File: src/rtl/dataflow_deadlock_arbiter.sv
// Central arbiter of the dataflow deadlock-detection protocol: nominates one origin claim,
// confirms it persists and broadcasts a sticky dl_detect_out. Optional macro: DL_CYCLE_STAMP_EN.
module dataflow_deadlock_arbiter #(
    parameter int PROC_NUM       = 2,
    parameter int CONFIRM_CYCLES = 4,
    parameter int CNT_W          = 32,
    localparam int IDX_W         = (PROC_NUM > 1) ? $clog2(PROC_NUM) : 1
) (
    input  logic                clock,
    input  logic                reset,
    input  logic [PROC_NUM-1:0] dl_in_vec,
    output logic                dl_detect_out,
    output logic [PROC_NUM-1:0] origin,
    output logic                token_clear,
    output logic [IDX_W-1:0]    dl_proc_idx,
`ifdef DL_CYCLE_STAMP_EN
    output logic [CNT_W-1:0]    detect_cycle,
`endif
    output logic                busy
);

    localparam int CW = $clog2(CONFIRM_CYCLES + 1);

    typedef enum logic [1:0] {
        IDLE     = 2'd0,
        ARMED    = 2'd1,
        CLEAR    = 2'd2,
        DETECTED = 2'd3
    } state_t;

    state_t                state, state_n;
    logic [CW-1:0]         confirm_cnt, confirm_cnt_n, confirm_inc;
    logic [PROC_NUM-1:0]   origin_n, low_onehot;
    logic [IDX_W-1:0]      idx_n, low_idx;
    logic                  detect_n, token_n;

    // Lowest-index claim wins; scanning downward leaves the lowest set bit last.
    always_comb begin
        low_idx    = '0;
        low_onehot = '0;
        for (int i = PROC_NUM - 1; i >= 0; i--) begin
            if (dl_in_vec[i]) begin
                low_idx       = IDX_W'(i);
                low_onehot    = '0;
                low_onehot[i] = 1'b1;
            end
        end
    end

    always_comb begin
        state_n       = state;
        origin_n      = origin;
        idx_n         = dl_proc_idx;
        confirm_cnt_n = confirm_cnt;
        detect_n      = dl_detect_out;
        token_n       = 1'b0;
        confirm_inc   = confirm_cnt + CW'(1);
        case (state)
            IDLE: begin
                if (dl_in_vec != '0) begin
                    origin_n      = low_onehot;
                    idx_n         = low_idx;
                    confirm_cnt_n = CW'(1);
                    if (CONFIRM_CYCLES == 1) begin
                        detect_n = 1'b1;
                        state_n  = DETECTED;
                    end else begin
                        state_n  = ARMED;
                    end
                end
            end
            ARMED: begin
                if (dl_in_vec[dl_proc_idx]) begin
                    confirm_cnt_n = confirm_inc;
                    if (confirm_inc == CW'(CONFIRM_CYCLES)) begin
                        detect_n = 1'b1;
                        state_n  = DETECTED;
                    end
                end else begin
                    origin_n = '0;
                    token_n  = 1'b1;
                    state_n  = CLEAR;
                end
            end
            // One-cycle re-arm gap: claims are not sampled here.
            CLEAR: begin
                state_n = IDLE;
            end
            default: begin
                state_n = DETECTED;
            end
        endcase
    end

    always_ff @(posedge clock or posedge reset) begin
        if (reset) begin
            state         <= IDLE;
            confirm_cnt   <= '0;
            origin        <= '0;
            dl_proc_idx   <= '0;
            dl_detect_out <= 1'b0;
            token_clear   <= 1'b0;
            busy          <= 1'b0;
        end else begin
            state         <= state_n;
            confirm_cnt   <= confirm_cnt_n;
            origin        <= origin_n;
            dl_proc_idx   <= idx_n;
            dl_detect_out <= detect_n;
            token_clear   <= token_n;
            busy          <= (state_n != IDLE);
        end
    end

`ifdef DL_CYCLE_STAMP_EN
    logic [CNT_W-1:0] cycle_cnt, cycle_cnt_n;

    assign cycle_cnt_n = cycle_cnt + CNT_W'(1);

    // Stamp carries the count including the edge that enters DETECTED.
    always_ff @(posedge clock or posedge reset) begin
        if (reset) begin
            cycle_cnt    <= '0;
            detect_cycle <= '0;
        end else begin
            cycle_cnt <= cycle_cnt_n;
            if (state != DETECTED && state_n == DETECTED) begin
                detect_cycle <= cycle_cnt_n;
            end
        end
    end
`endif

endmodule

File: config.mk
export PLATFORM = sky130hd
export DESIGN_NAME = dataflow_deadlock_arbiter
export DESIGN_NICKNAME = d
export VERILOG_FILES = /design/src/rtl/dataflow_deadlock_arbiter.sv
export SDC_FILE = /design/constraint.sdc
export NUM_CORES = 1
export LEC_CHECK = 0
export ABC_AREA = 1
export ABC_CLOCK_PERIOD_IN_PS = 1100
export CAP_MARGIN = 20
export CORE_AREA = 2 2 39 41
export DETAILED_ROUTE_END_ITERATION = 10
export DIE_AREA = 0 0 41 43
export GPL_ROUTABILITY_DRIVEN = 1
export PLACE_DENSITY = 0.77
export SETUP_SLACK_MARGIN = 0.15
export SLEW_MARGIN = 20
export SYNTH_ARGS = -nofsm -noshare
export SYNTH_HDL_FRONTEND = slang
export SYNTH_SLANG_ARGS = --single-unit
export TNS_END_PERCENT = 5
File: constraint.sdc
create_clock -name clock -period 1.1 [get_ports clock]
set_input_delay 0.11 -clock clock [delete_from_list [all_inputs] [get_ports clock]]
set_output_delay 0.11 -clock clock [all_outputs]
set_load 0.005 [all_outputs]
==> impl_metrics.yaml, run 1 <==
run_status:
  status: "completed"
yosys:
  synth_nets: 69
  ys_ff_latch: 11
  syn-instance-count: 63
  syn_area_um2: 556
  yosysTopAreaCellShare_pct: 49.5
  avgSynthCellArea_um2: 8.82
  yosys.area.top_type: "dfrtp_1"
  yosysWarnings: 0
  synth.area.top_cells: "dfrtp_1 50%, nand2_1 12%, inv_1 6.1%, nand2_2 5.6%, nand3_1 5.4%"
  yosysSeqAreaShare_pct: 49.5
  ys_types: 14
run:
  max-cap-violations: 0
placement:
  dpl_cell_area_um2: 688
  hpwl_um: 703
  gp_congestion: 0.788
  port_buffers: 9
  pre_cts_ws_ns: -0.159
timing:
  fin_crit_ns: 1.08
  rsz0062_at_grt: "yes"
  setup_viol: 0
  skew_ns: 0.00320
  fin_hold_ws_ns: 0.122
  fmax_mhz: 923
  min_period_over_period_pct: 98.5
  timing.final.ws_setup_ns: 0.0161
  tightest_slew_ns: 0.406
  max_slew_margin_pct: 72.9
  hold_violations: 0
  drv_slew: 0
routing:
  dr.first_iter.drc_count: 17
  viasPerCell: 4.41
  wl_per_cell_um: 10.7
  vias: 432
  ant_nets: 0
  drc_errors: 0
  drt_pass1_iterations: 4
  wl_um: 1050
clock_tree:
  htree_levels: 1
  clock_path_buffers: 2
  clock_latency_ns: 0.27
  cts_root_buf: "clkbuf_4"
  clock_sinks: 11
  path_clk_slew_ns: 0.07
  holdBufCountCts: 0
  cts_made_buffers: 3
  cts_tree: "done"
worst_setup_path:
  arrival_ns: 1.24
  start_kind: "flip-flop"
  cp_data_required_time_ns: 1.26
  cp-end-kind: "flip-flop"
  rr_worst_depth: 7
  cp_max_fo: 3
  crit_type: "reg -> reg"
floorplanning:
  core_mm2: 0.00138
  die_w_um: 41
  num_rows: 14
  dieArea_mm2: 0.00176
  die_h_um: 43
  initial_core_util_pct: 40.1
  io_pins: 10
global_routing:
  antenna_found_initial: 0
  grt_pass1_wl_um: 1650
  grt_pass1_vias: 417
  grt_max_degree: 12
  grt_overflow_total: 0
  grt.total_usage_pct: 14.3
worst_hold_path:
  hold_class: "in -> async"
layout:
  nets: 89
  final_area_um2: 736
  synthToLayoutAreaGrowth_pct: 32.4
  drive_above_1_share_pct: 42.7
  layout_commonest_cell: "nand2_1"
  final_cell_mix: "16 x nand2_1, 11 x dfrtp_1, 6 x nand2_2"
  diodes: 0
power:
  p_leak_nw: 0.386
  power_per_cell_area_mw_per_mm2: 956
  max-vdd-ir-drop_uv: 626
==> cells by family (layout without fill, tap and decap cells) <==
logic type               Yosys count  count (layout)  synth area share (%)
adder cells (fa/ha/maj)            2               2                  4.50
AO/OA/AOI/OAI                      2               2                  4.28
buffers and inverters             10              29                  6.76
AND/OR/NAND/NOR                   38              38                  34.9
flip-flops                        11              11                  49.5
==> where the power goes <==
| group | total, W | internal [W] | switching (W) |
|---|---|---|---|
| Combinational | 0.0000293 | 0.0000119 | 0.0000174 |
| Sequential | 0.000404 | 0.000404 | 0 |
| Clock | 0.000270 | 0.000140 | 0.000130 |
| Total | 0.000704 | 0.000557 | 0.000147 |
==> flip-flops by register name (all words and copies together) (netlist names) <==
name and cells:
dl_proc_idx 1, busy 1, dl_detect_out 1, state 2
origin 2, confirm_cnt 3, token_clear 1
==> routing by layer <==
layer | vias up | GRT usage [%] | wire length, µm
met2 | 6 | 19.7 | 560
met1 | 195 | 19.1 | 478
met4 | 0 | 12.0 | 0
met3 | 0 | 1.57 | 15
met5 | - | 0 | 0
li1 | 231 | - | -
==> what timing repair did <==
| action | in CTS | in global routing |
|---|---|---|
| pin swaps | 0 | 4 |
| gates resized for setup | 8 | 17 |
| buffers inserted | 2 | 2 |
| setup endpoints to repair | 16 | 17 |
==> final timing paths <==
| kind | endpoint | slack (ns) | startpoint |
|---|---|---|---|
| worst max-delay path | busy | 0.02 | confirm_cnt[0] |
| worst min-delay path | confirm_cnt[0] | 0.12 | reset |
| worst max register to register | busy | 0.02 | confirm_cnt[0] |
| worst min register to register | dl_detect_out | 0.47 | dl_detect_out |
| max in group asynchronous | state[1] | 0.69 | reset |
| min in group clock | dl_detect_out | 0.47 | dl_detect_out |
==> synthesized netlist by cell type (all sizes together) <==
| cell | instances |
|---|---|
| dfrtp | 11 |
| ha | 2 |
| nor2 | 6 |
| o21ai | 1 |
| nand3 | 8 |
| inv | 10 |
| o21bai | 1 |
| nand3b | 1 |
| nand2 | 23 |
==> through the flow <==
stage / total power, W / cells / TNS [ns] / utilization [%]
2_1_floorplan: 0.000422 / 63 / 0 / -
3_3_place_gp: 0.000440 / 90 / -1.04 / 49.7
3_5_place_dp: 0.000439 / 90 / -1.09 / 49.7
4_1_cts: 0.000713 / 96 / 0 / 52.7
5_1_grt: 0.000736 / 98 / -0.170 / 53.2
6_report: 0.000704 / 98 / 0 / 53.2
==> critical path: stages (launching register included) <==
cell and delay, ns:
dfrtp_1 0.40, ha_2 0.20, inv_2 0.05, nand2_2 0.05, nand3_2 0.08, nor2_2 0.04, nor2_2 0.11, nand2_1 0.05
==> final cells by class <==
cell class | count | area [µm²]
fillers | 137 | 648
inverters | 10 | 37.5
well taps | 16 | 20.0
multi-input cells | 42 | 260
repair buffers | 15 | 116
flip-flops and latches | 11 | 275
clock buffers | 4 | 26.3
Power figures use the tool's default switching activity.
==> inputs of run 2 (changes only) <==
--- a/config.mk
+++ b/config.mk
@@ -9,11 +9,11 @@
 export ABC_CLOCK_PERIOD_IN_PS = 1100
 export CAP_MARGIN = 20
 export CORE_AREA = 2 2 39 41
+export CTS_BUF_LIST = sky130_fd_sc_hd__clkbuf_8
 export DETAILED_ROUTE_END_ITERATION = 10
 export DIE_AREA = 0 0 41 43
 export GPL_ROUTABILITY_DRIVEN = 1
 export PLACE_DENSITY = 0.77
-export SETUP_SLACK_MARGIN = 0.15
 export SLEW_MARGIN = 20
 export SYNTH_ARGS = -nofsm -noshare
 export SYNTH_HDL_FRONTEND = slang
==> impl_metrics.yaml, run 2 (synthesized netlist as in run 1, its figures left out) <==
worst_setup_path:
  slowest_delay_ns: 0.38
  cp-end-kind: "flip-flop"
  start_kind: "flip-flop"
  crit_slowest_cell: "dfrtp_1"
  path_buf_inv: 1
  cpLargestDelayFamily: "flip-flops"
  cp_data_required_time_ns: 1.23
  cp_max_fo: 2
  cpMostUsedCell: "nor2_2"
  arrival_ns: 1.22
  cp_cell_sequence: "buf_4 > ha_2 > nand3_2 > nor2_2 > nor2_2 > nand2_1"
  crit_type: "reg -> reg"
layout:
  drive_above_1_share_pct: 32.5
  final_area_um2: 758
  final_util_pct: 54.8
  reg_top3: "confirm_cnt (3), origin (2), state (2)"
  largest_reg_flops: 3
  top_register: "confirm_cnt"
  layoutNonFillerInstCount: 96
  fill_cells: 125
  layout_commonest_cell: "nand2_1"
  diodes: 0
  synthToLayoutAreaGrowth_pct: 36.5
  nets: 87
  final_cell_mix: "16 x nand2_1, 11 x dfrtp_1, 9 x inv_1, 6 x dlygate4sd2_1"
global_routing:
  grt_overflow_total: 0
  grt_pass1_wl_um: 1600
  grt_pass1_vias: 390
  antenna_found_initial: 0
  grt.total_usage_pct: 13.7
  grt_max_degree: 12
placement:
  dpl_cell_area_um2: 673
  port_buffers: 9
  hpwl_um: 726
  gp_congestion: 0.771
  dp.cells: 89
power:
  power_per_cell_area_mw_per_mm2: 1090
  p_leak_nw: 0.400
  max-vdd-ir-drop_uv: 1140
floorplanning:
  die_h_um: 43
  initial_core_util_pct: 40.1
  core_mm2: 0.00138
  num_rows: 14
  dieArea_mm2: 0.00176
  io_pins: 10
  die_w_um: 41
timing:
  skew_ns: 0.00489
  min_period_over_period_pct: 99.0
  hold_violations: 0
  fin_crit_ns: 1.09
  fin_hold_ws_ns: 0.169
  max_slew_margin_pct: 73.1
  tightest_slew_ns: 0.403
  fmax_mhz: 918
  drv_slew: 0
  rsz0062_at_grt: "yes"
  setup_viol: 0
routing:
  wl_per_cell_um: 10.2
  ant_nets: 0
  dr.first_iter.drc_count: 11
  drt_pass1_iterations: 4
  vias: 432
  wl_um: 976
  viasPerCell: 4.50
  drc_errors: 0
clock_tree:
  cts_root_buf: "clkbuf_8"
  cts_tree: "done"
  holdBufCountCts: 0
  clock_sinks: 11
  cts_made_buffers: 3
  path_clk_slew_ns: 0.05
  clock_path_buffers: 2
  clock_latency_ns: 0.24
  htree_levels: 1
run:
  max-cap-violations: 0
run_status:
  status: "completed"
worst_hold_path:
  hold_class: "in -> async"
==> run 2: layout make-up <==
class	instances	area [µm²]	share of cell area (%)
well taps	16	20.0	2.64
clock inverters	1	3.75	0.495
inverters	10	37.5	4.95
flip-flops and latches	11	275	36.3
clock buffers	3	41.3	5.45
repair buffers	13	113	14.9
multi-input cells	42	268	35.3
==> run 2: worst register-to-register path, cell delays in order, from the launching register on <==
cell and delay [ns]:
dfrtp_1 0.38, buf_4 0.14, ha_2 0.17, nand3_2 0.09
nor2_2 0.04, nor2_2 0.11, nand2_1 0.05
==> run 2: where the power goes <==
| part | switching (W) | internal [W] | leakage (nW) |
|---|---|---|---|
| registers | 0 | 0.000406 | 0.138 |
| logic | 0.0000165 | 0.0000119 | 0.235 |
| clock network | 0.000145 | 0.000244 | 0.0269 |
| total | 0.000161 | 0.000662 | 0.400 |
==> run 2: final timing paths <==
| check | from | endpoint | slack [ns] | cells after the start |
|---|---|---|---|---|
| setup / recovery | confirm_cnt[1] | busy | 0.01 | 6 |
| hold / removal | reset | dl_detect_out | 0.17 | 2 |
| setup reg to reg | confirm_cnt[1] | busy | 0.01 | 6 |
| hold reg to reg | dl_detect_out | dl_detect_out | 0.47 | 1 |
| max in group asynchronous | reset | dl_proc_idx | 0.64 | 2 |
| min in group clock | dl_detect_out | dl_detect_out | 0.47 | 1 |
==> run 2: per-stage QoR <==
step | TNS (ns) | total power [W] | setup slack [ns]
global placement | -0.787 | 0.000439 | -0.158
detailed placement | -0.891 | 0.000440 | -0.156
global route | -0.142 | 0.000859 | -0.0668
CTS | 0 | 0.000835 | 0.0118
finish | 0 | 0.000823 | 0.0107
floorplan | 0 | 0.000422 | 0.0333
==> run 2: timing repair <==
action | 4_1_cts | 5_1_grt
buffers inserted | 1 | 2
pin swaps | 0 | 2
endpoints found under the setup margin | 8 | 5
gates resized for setup | 9 | 5
==> run 2: per-layer routing <==
| metal | part of all wire [%] | GRT usage [%] |
|---|---|---|
| met1 | 45 | 19.7 |
| met2 | 50 | 18.1 |
| met3 | 2.8 | 4.71 |
| met4 | 2.0 | 6.00 |
| met5 | 0 | 0 |
==> inputs of run 3 (changes only) <==
--- a/config.mk
+++ b/config.mk
@@ -13,7 +13,7 @@
 export DETAILED_ROUTE_END_ITERATION = 10
 export DIE_AREA = 0 0 41 43
 export GPL_ROUTABILITY_DRIVEN = 1
-export PLACE_DENSITY = 0.77
+export PLACE_DENSITY_LB_ADDON = 0.3
 export SLEW_MARGIN = 20
 export SYNTH_ARGS = -nofsm -noshare
 export SYNTH_HDL_FRONTEND = slang
==> impl_metrics.yaml, run 3 (synthesized netlist as in run 1, its figures left out) <==
global_routing:
  grt_pass1_vias: 432
  grt_pass1_wl_um: 1770
  grt.total_usage_pct: 15.3
  grt_overflow_total: 0
  grt_max_degree: 12
  antenna_found_initial: 0
routing:
  vias: 446
  dr.first_iter.drc_count: 4
  wl_per_cell_um: 9.78
  drc_errors: 0
  ant_nets: 0
  drt_pass1_iterations: 4
  viasPerCell: 4.55
  wl_um: 958
worst_setup_path:
  cp_data_required_time_ns: 1.22
  arrival_ns: 1.21
  cp-end-kind: "flip-flop"
  cp_max_fo: 4
  start_kind: "flip-flop"
  crit_type: "reg -> reg"
placement:
  port_buffers: 9
  dpl_cell_area_um2: 681
  gp_congestion: 0.783
  dp.cells: 90
  hpwl_um: 738
timing:
  min_period_over_period_pct: 98.3
  fmax_mhz: 925
  fin_crit_ns: 1.08
  finalSetupTns_ns: 0
  tightest_slew_ns: 0.402
  fin_hold_ws_ns: 0.161
  max_slew_margin_pct: 73.2
  skew_ns: 0.00177
  drv_slew: 0
  rsz0062_at_grt: "yes"
  hold_violations: 0
  setup_viol: 0
power:
  p_switching_w: 0.000162
  clkPwrFrac_pct: 47.3
  power_per_cell_area_mw_per_mm2: 1070
  p_leak_nw: 0.408
  pwr-share-seq_pct: 49.2
  sw_frac_of_total_pct: 19.6
  pwr-share-comb_pct: 3.5
  p_int_w: 0.000662
  max-vdd-ir-drop_uv: 744
clock_tree:
  clock_latency_ns: 0.24
  cts_root_buf: "clkbuf_8"
  holdBufCountCts: 0
  cts_made_buffers: 3
  clock_sinks: 11
  path_clk_slew_ns: 0.05
  htree_levels: 1
  clock_path_buffers: 2
  cts_tree: "done"
floorplanning:
  die_w_um: 41
  io_pins: 10
  dieArea_mm2: 0.00176
  initial_core_util_pct: 40.1
  core_mm2: 0.00138
  num_rows: 14
  die_h_um: 43
layout:
  drive_above_1_share_pct: 34.1
  reg_top3: "confirm_cnt (3), origin (2), state (2)"
  largest_reg_flops: 3
  layout_commonest_cell: "nand2_1"
  layoutNonFillerInstCount: 98
  final_cell_mix: "16 x nand2_1, 11 x dfrtp_1, 8 x inv_1"
  fill_cells: 131
  top_register: "confirm_cnt"
  diodes: 0
  nets: 89
  final_area_um2: 771
  synthToLayoutAreaGrowth_pct: 38.7
run_status:
  status: "completed"
run:
  max-cap-violations: 0
worst_hold_path:
  hold_class: "in -> async"
run 3: cell count changes in the layout (fill, tap and decap cells not counted), sizes merged:
cell,change
buf,+2
run 3: critical path: stages (launching register included):
cell and delay, ns:
dfrtp_1 0.42, nor2_4 0.19, nand3_2 0.10, buf_4 0.15, nand3_1 0.06, nand2_1 0.05
run 3: power groups by stage:
stage | Clock (W) | Combinational [W] | Sequential (W)
2_1_floorplan | 0 | 0.0000104 | 0.000412
3_3_place_gp | 0 | 0.0000278 | 0.000412
3_5_place_dp | 0 | 0.0000280 | 0.000412
4_1_cts | 0.000401 | 0.0000280 | 0.000405
5_1_grt | 0.000420 | 0.0000322 | 0.000405
6_report | 0.000390 | 0.0000285 | 0.000406
run 3: metal layers:
layer  share of wire [%]  up-vias  GRT usage (%)
li1                    -      231              -
met1                  42      207           20.5
met2                  53        6           21.3
met3                 2.9        2           4.71
met4                 1.6        0           8.00
met5                   0        -              0
run 3: path summary, 6_finish.rpt:
path	to	depth (start not counted)	start	slack [ns]
setup reg to reg	origin[1]	5	state[1]	0.02
min in group clock	dl_detect_out	1	dl_detect_out	0.47
hold / removal	origin[0]	2	reset	0.16
setup / recovery	origin[1]	5	state[1]	0.02
max in group asynchronous	state[1]	2	reset	0.65
hold reg to reg	dl_detect_out	1	dl_detect_out	0.47
run 3: through the flow:
| stage | setup slack (ns) | util [%] | total power (W) |
|---|---|---|---|
| finish | 0.0188 | 55.7 | 0.000824 |
| global route | -0.0696 | 55.7 | 0.000857 |
| CTS | -0.00750 | 53.5 | 0.000834 |
| detailed placement | -0.154 | 49.2 | 0.000440 |
| global placement | -0.131 | 49.2 | 0.000440 |
| floorplan | 0.0333 | - | 0.000422 |
run 3: timing repair:
| action | 4_1_cts | 5_1_grt |
|---|---|---|
| buffers inserted | 2 | 2 |
| endpoints found under the setup margin | 8 | 9 |
| resized for setup | 8 | 6 |
run 3: final cells by class:
class                   count  area (µm²)  area share, %
multi-input cells          42         265           34.4
well taps                  16        20.0           2.60
clock buffers               3        41.3           5.36
clock inverters             1        3.75          0.487
inverters                  10        37.5           4.87
flip-flops and latches     11         275           35.7
repair buffers             15         128           16.6
